===== src/rtl/ff_excite_seq.sv =====
// ff_excite_seq: target-state FIFO driving registered T/SR/JK excitation of an internal Q.
// Define FF_CHECK_EN to add the shadow T-flip-flop checker, the inj port and a live err_cnt.
module ff_excite_seq #(
  parameter int DEPTH = 4,
  parameter int CNT_W = 8
) (
  input  logic             clk,
  input  logic             rst,
  input  logic             tgt_valid,
  input  logic             tgt_q,
  output logic             tgt_ready,
  output logic             t,
  output logic             s,
  output logic             r,
  output logic             j,
  output logic             k,
  output logic             q,
  output logic             busy,
  output logic [CNT_W-1:0] err_cnt
`ifdef FF_CHECK_EN
  ,
  input  logic             inj
`endif
);
  localparam int AW = $clog2(DEPTH);
  localparam logic [AW:0] FULL = (AW+1)'(DEPTH);
  typedef enum logic [1:0] {IDLE, RUN, DRAIN} state_t;
  state_t state, state_n;
  logic [AW-1:0] wp, rp;
  logic [AW:0] cnt, cnt_n;
  logic mem [DEPTH];
  logic push, pop, g;
  assign push = tgt_valid && tgt_ready;
  assign pop = cnt != '0;
  assign g = mem[rp];
  assign busy = state != IDLE;
  assign cnt_n = (push && !pop) ? cnt + 1'b1 : (pop && !push) ? cnt - 1'b1 : cnt;
  always_comb begin
    state_n = state;
    state_n = pop ? RUN : (state == RUN) ? DRAIN : IDLE;
  end
  always_ff @(posedge clk)
    if (push) mem[wp] <= tgt_q;
  always_ff @(posedge clk or posedge rst)
    if (rst) begin
      state <= IDLE;
      wp <= '0;
      rp <= '0;
      cnt <= '0;
      tgt_ready <= 1'b1;
      {t, s, r, j, k, q} <= '0;
    end else begin
      state <= state_n;
      cnt <= cnt_n;
      tgt_ready <= cnt_n != FULL;
      if (push) wp <= wp + 1'b1;
      if (pop) rp <= rp + 1'b1;
      t <= pop && (q ^ g);
      s <= pop && g && !q;
      r <= pop && q && !g;
      j <= pop && g && !q;
      k <= pop && q && !g;
      if (pop) q <= g;
    end
`ifdef FF_CHECK_EN
  // sq lags q by one cycle; after a mismatch it is resynced to the reference target
  logic exc_v, chk_v, sq, tgt_d, mis;
  assign mis = chk_v && (sq != tgt_d);
  always_ff @(posedge clk or posedge rst)
    if (rst) begin
      exc_v <= 1'b0;
      chk_v <= 1'b0;
      sq <= 1'b0;
      tgt_d <= 1'b0;
      err_cnt <= '0;
    end else begin
      exc_v <= pop;
      chk_v <= exc_v;
      tgt_d <= q;
      sq <= (mis ? tgt_d : sq) ^ t ^ inj;
      if (mis && err_cnt != '1) err_cnt <= err_cnt + 1'b1;
    end
`else
  assign err_cnt = '0;
`endif
endmodule


===== config.mk =====
export PLATFORM = sky130hd
export DESIGN_NAME = ff_excite_seq
export DESIGN_NICKNAME = d
export VERILOG_FILES = /design/src/rtl/ff_excite_seq.sv
export SDC_FILE = /design/constraint.sdc
export NUM_CORES = 1
export LEC_CHECK = 0
export CORE_ASPECT_RATIO = 1.25
export CORE_MARGIN = 5
export CORE_UTILIZATION = 40
export CTS_BUF_LIST = sky130_fd_sc_hd__clkbuf_8
export CTS_CLUSTER_SIZE = 40
export DETAILED_ROUTE_END_ITERATION = 8
export GPL_TIMING_DRIVEN = 0
export PLACE_DENSITY = 0.68
export SETUP_SLACK_MARGIN = 0.5
export SLEW_MARGIN = 20
export SYNTH_ARGS = -nofsm -noshare
export SYNTH_HDL_FRONTEND = slang
export SYNTH_SLANG_ARGS = --single-unit

===== constraint.sdc =====
create_clock -name clk -period 1.6 [get_ports clk]
set_input_delay 0.24 -clock clk [delete_from_list [all_inputs] [get_ports clk]]
set_output_delay 0.24 -clock clk [all_outputs]
set_load 0.005 [all_outputs]

**Yosys cells after proc, flatten, opt, wreduce, memory -nomap -nowiden**

Memories as Yosys holds them, arrays and structs flattened.
Cells that the tools add are included.

- Register bits after elaboration: 14
- Memory bits (writable): 4
- Bits of input ports: 4
- Output and inout port bits: 16
- Logic and storage cells: 37
- Memories: 1

- Add/subtract/negate cells: 4
- Equal/unequal tests: 2
- Muxes and demuxes: 6
- Bitwise logic cells: 1
- Reductions and logical operators: 14

Memory list:

| name | words | bits a word | rd ports | clocked after Yosys merged registers in | wr ports | line | source |
|---|---|---|---|---|---|---|---|
| mem | 4 | 1 | 1 | 0 | 1 | 31 | `logic mem [DEPTH];` |

Operators by type and width:

| operator | number |
|---|---|
| 1-bit logical AND | 8 |
| 3-bit 2-to-1 mux | 2 |
| 2-bit by 1-bit adder with 2-bit output (second input constant) | 2 |
| 1-bit logical NOT | 4 |
| 2-bit 2-to-1 mux | 2 |
| 3-bit by 1-bit adder with 3-bit output (second input constant) | 1 |
| 3-bit inequality test (second input constant) | 1 |
| 3-bit nonzero test | 1 |
| 3-bit by 1-bit subtractor with 3-bit output (second input constant) | 1 |
| 2-bit by 1-bit equality test with 1-bit output (second input constant) | 1 |
| 1-bit 2-to-1 mux | 2 |
| 2-bit nonzero test | 1 |
| 1-bit XOR | 1 |

**Longest topological paths before layout**

- Word-level depth: 6
- Mapped depth: 8
- Mapped depth without buffers: 7

**Worst setup path before layout**

Ideal clock, no wire load.

- Path kind: register -> register
- Start: register cnt[0]
- End: register tgt_ready
- Data arrival time: 1568 ps
- Data required time: 1514 ps
- Slack: -54 ps
- Stages on the path, launching flop included: 9
- Period minus slack after synthesis: 1654 ps
- Cells stage by stage: dfrtp_1 inv_1 ha_1 nor2b_1 buf_6 inv_6 xnor2_1 and3_4 o31ai_2

- Cells in the longest elaborated chain, start to end: 5
- Elaborated cells between the ends (all ways): 9
- Those cells by class: add/sub: 2; eq/ne: 1; mux: 2; reduce/logical: 4

Ends and longest elaborated chain:

| element | line | source |
|---|---|---|
| start, declared | 30 | `logic [AW:0] cnt, cnt_n;` |
| start signal, assigned | 54 | `cnt <= cnt_n;` |
| 3-bit nonzero test * | 34 | `assign pop = cnt != '0;` |
| net pop | 32 | `logic push, pop, g;` |
| 1-bit logical AND or 1-bit logical NOT (tied branches) | 37 | `assign cnt_n = (push && !pop) ? cnt + 1'b1 : (pop && !push) ? cnt - 1'b1 : cnt;` |
| 3-bit 2-to-1 mux or 1-bit logical AND (tied branches) | 37 |  |
| 3-bit 2-to-1 mux * | 37 |  |
| 3-bit inequality test * | 55 | `tgt_ready <= cnt_n != FULL;` |
| end signal, assigned | 50 | `tgt_ready <= 1'b1;` |
| end signal, assigned | 55 |  |
| end, declared | 11 | `output logic tgt_ready,` |

Mark *: on every way through the listed nets, which the timed path passes. The rest lies on a longest branch.
A chain may end at the register's enable or synchronous reset.

**Worst setup path after layout**

- Start: register cnt[1]
- End: register state[1]

- Cells in the longest elaborated chain, start to end: 2

Ends and longest elaborated chain:

| element | line | source |
|---|---|---|
| 3-bit nonzero test | 34 |  |
| net pop | 32 |  |
| 2-bit 2-to-1 mux | 40 | `state_n = pop ? RUN : (state == RUN) ? DRAIN : IDLE;` |
| net state_n[1] | 28 | `state_t state, state_n;` |
| end signal, assigned | 53 | `state <= state_n;` |
| end, declared | 28 |  |

The timed path passes the listed nets, and every way through them passes these cells.

==> impl_results.md <==
- Outcome: finished, final reports clean
- Largest net degree at the start of global routing: 15
- DIE HEIGHT: 64.5 um
- Post-DP HPWL: 1.20 mm
- PwrDens: 1950 nW/um^2
- Antenna violations before repair: 0
- Final Util: 0.642
- Final setup viols: 0
- Grt ovf: 0
- Initial DRC Count: 5
- Ys async rst share: 0.778
- Later-pin clock latency in the skew report: 250 ps
- Distinct cells, synth: 29
- Hold-fix buffers, CTS: 0
- CORE AREA: 2230 sq um
- IO Port Bufs: 11
- Cell taking the most area after synthesis: dfrtp_1
- Layout Skew: 2.66 ps
- Avg Cell Area, Syn: 11.6 sq um
- Sequential element share of the synthesized area: 0.497
- Placed cell area: 1160 sq um
- Max-slew violation count: 0
- Wire length per cell: 13.1 um
- Global-route usage over all layers: 0.121
- Vias per cell: 4.47
- Final Cell Area: 1440 sq um
- #FFs+latches synth: 18
- Clock buffer depth: 2
- RSZ-0062 raised after global routing: yes
- Fmax: 676 MHz
- Top FF cell, synth: dfrtp_1
- Die width: 53.6 um
- Critical Path End Type: flop
- First-pass GRT wire length: 3.02 mm
- Comb pwr share: 0.597
- Internal power: 1.81 mW
- Starting density of the core: 0.425
- Root Buffer: clkbuf_8
- CP arrival: 1660 ps
- Final Power: 2.80 mW
- Most instantiated cells after synthesis: dfrtp_1, buf_4, ha_1, nand2_1, inv_1
- VDD IR max: 0.00115 V
- Worst-Margin Slew: 535 ps
- CTS tree: done
- Maxcap violations: 0
- Remaining antenna violation count after routing: 0
- Worst EP required: 1780 ps
- Seq pwr share: 0.290
- Clock Power Share: 0.113
- Vias: 684
- Clock sinks: 18
- Post-route DRC: 0
- Period utilization: 0.925
- Synthesis warning total: 0
- Die area: 3450 sq um
- H-tree depth: 1
- Layout cells sized above 1: 0.516
- Sw power: 0.988 mW
- Synthesized instance count: 82
- Placer Congestion: 0.757
- Hold WC Path Type: primary input to asynchronous set/reset pin
- Crit Path Category: flop to flop
- Max FO, Critical Path: 5
- Slew HR: 0.643
- Row count: 19
- Reg clk slew, reported paths: 70 ps
- Final #Nets: 134
- Layout area overhead: 51.1%
- Post-Route WL: 2.01 mm
- Initial DRT Pass Iterations: 3
- CTS Buf Count: 3
- P_leak: 0.680 nW
- Post-synth EDFFs: 4
- FILL cells: 182
- Crit path time final: 1480 ps
- Switching part of the total: 0.353
- Post-synth top area share: 0.343
- Synthesized area: 950 sq um
- CP Launch Type: flop
- Fin. Hold Viols: 0
- Top-count cell post-synth: dfrtp_1
- Vias in the first global route: 692
- Ranking of synthesized cells by area: dfrtp_1, edfxtp_1, ha_1, buf_4, xnor2_1
- FF-to-FF path depth: 9
- N_diodes: 0
- # IOs: 20
==> layout by cell type (no fill, tap or decap), types with 4 or more instances in the layout <==
master     n
xnor2_1    4
conb_1     8
dfrtp_1   13
inv_2      4
ha_1       6
buf_6     14
edfxtp_1   4
buf_4     19
nand2_1    5
==> registers in the layout (all words and copies together), names as in the netlist <==
signal / cells
mem: 4
t: 1
state: 2
cnt: 3
wp: 2
j: 1
q: 1
rp: 2
tgt_ready: 1
k: 1
==> through the flow <==
step	std cells	hold WS (ps)	setup slack (ps)	setup TNS, ps
4_1_cts	148	350	119	0
3_3_place_gp	131	410	-46.8	-46.8
3_5_place_dp	131	415	-77.1	-77.1
2_1_floorplan	89	129	118	0
6_report	153	342	120	0
5_1_grt	153	378	72.1	0
==> worst max-delay path: stages (launching register included) <==
cell and delay, ps:
dfrtp_1 400, inv_2 80, ha_4 130, nor2b_4 130, buf_6 130, inv_8 50, buf_6 110, buf_6 110
buf_6 110, nor3b_2 150
==> final cells by class <==
| cell class | instances | area [sq um] | share of cell area |
|---|---|---|---|
| plain buffers | 12 | 105 | 0.0732 |
| clock buffers | 3 | 41.3 | 0.0288 |
| clock inverters | 1 | 3.75 | 0.00262 |
| inverters | 7 | 33.8 | 0.0235 |
| multi-input cells | 52 | 483 | 0.337 |
| flip-flops and latches | 18 | 472 | 0.329 |
| well taps | 31 | 38.8 | 0.0270 |
| repair buffers | 29 | 258 | 0.180 |
==> power by group through the flow <==
stage	registers (mW)	clock network, mW	logic (mW)
CTS	0.810	0.320	1.47
detailed placement	0.842	0	1.02
global placement	0.827	0	0.986
floorplan	0.814	0	0.719
global route	0.836	0.341	1.81
finish	0.813	0.316	1.67
==> final timing paths <==
check / end / slack (ps) / from
max in group asynchronous: tgt_ready / 890 / rst
hold / removal: cnt[1] / 340 / rst
setup reg to reg: state[1] / 120 / cnt[1]
setup / recovery: state[1] / 120 / cnt[1]
hold reg to reg: state[1] / 450 / state[1]
min in group clk: state[1] / 450 / state[1]
==> kinds of logic (layout without fill, tap and decap cells) <==
group                      Yosys count  in the layout  share of synthesized area
and+or+nand+nor                     24             24                      0.145
buffers and inverters               19             52                      0.132
muxes                                1              1                     0.0237
other                                1              8                    0.00395
xor gates and xnor gates             5              5                     0.0461
adders and majority gates            7              7                     0.0922
AOI/OAI and AO/OA                    7              7                     0.0606
DFF                                 18             18                      0.497
==> layer usage <==
layer	up-vias	global-route usage	wire [um]
met4	0	0.0831	48
met1	331	0.124	734
met5	-	0	0
met3	6	0.0115	63
met2	18	0.219	1160
li1	329	-	-
==> repair_timing <==
action | 4_1_cts | 5_1_grt
endpoints found under the hold margin | 0 | 0
setup buffers | 13 | 5
pin swaps | 4 | 5
endpoints found under the setup margin | 23 | 21
resized for setup | 45 | 13
Note: power is estimated with default switching activity, not from simulation.
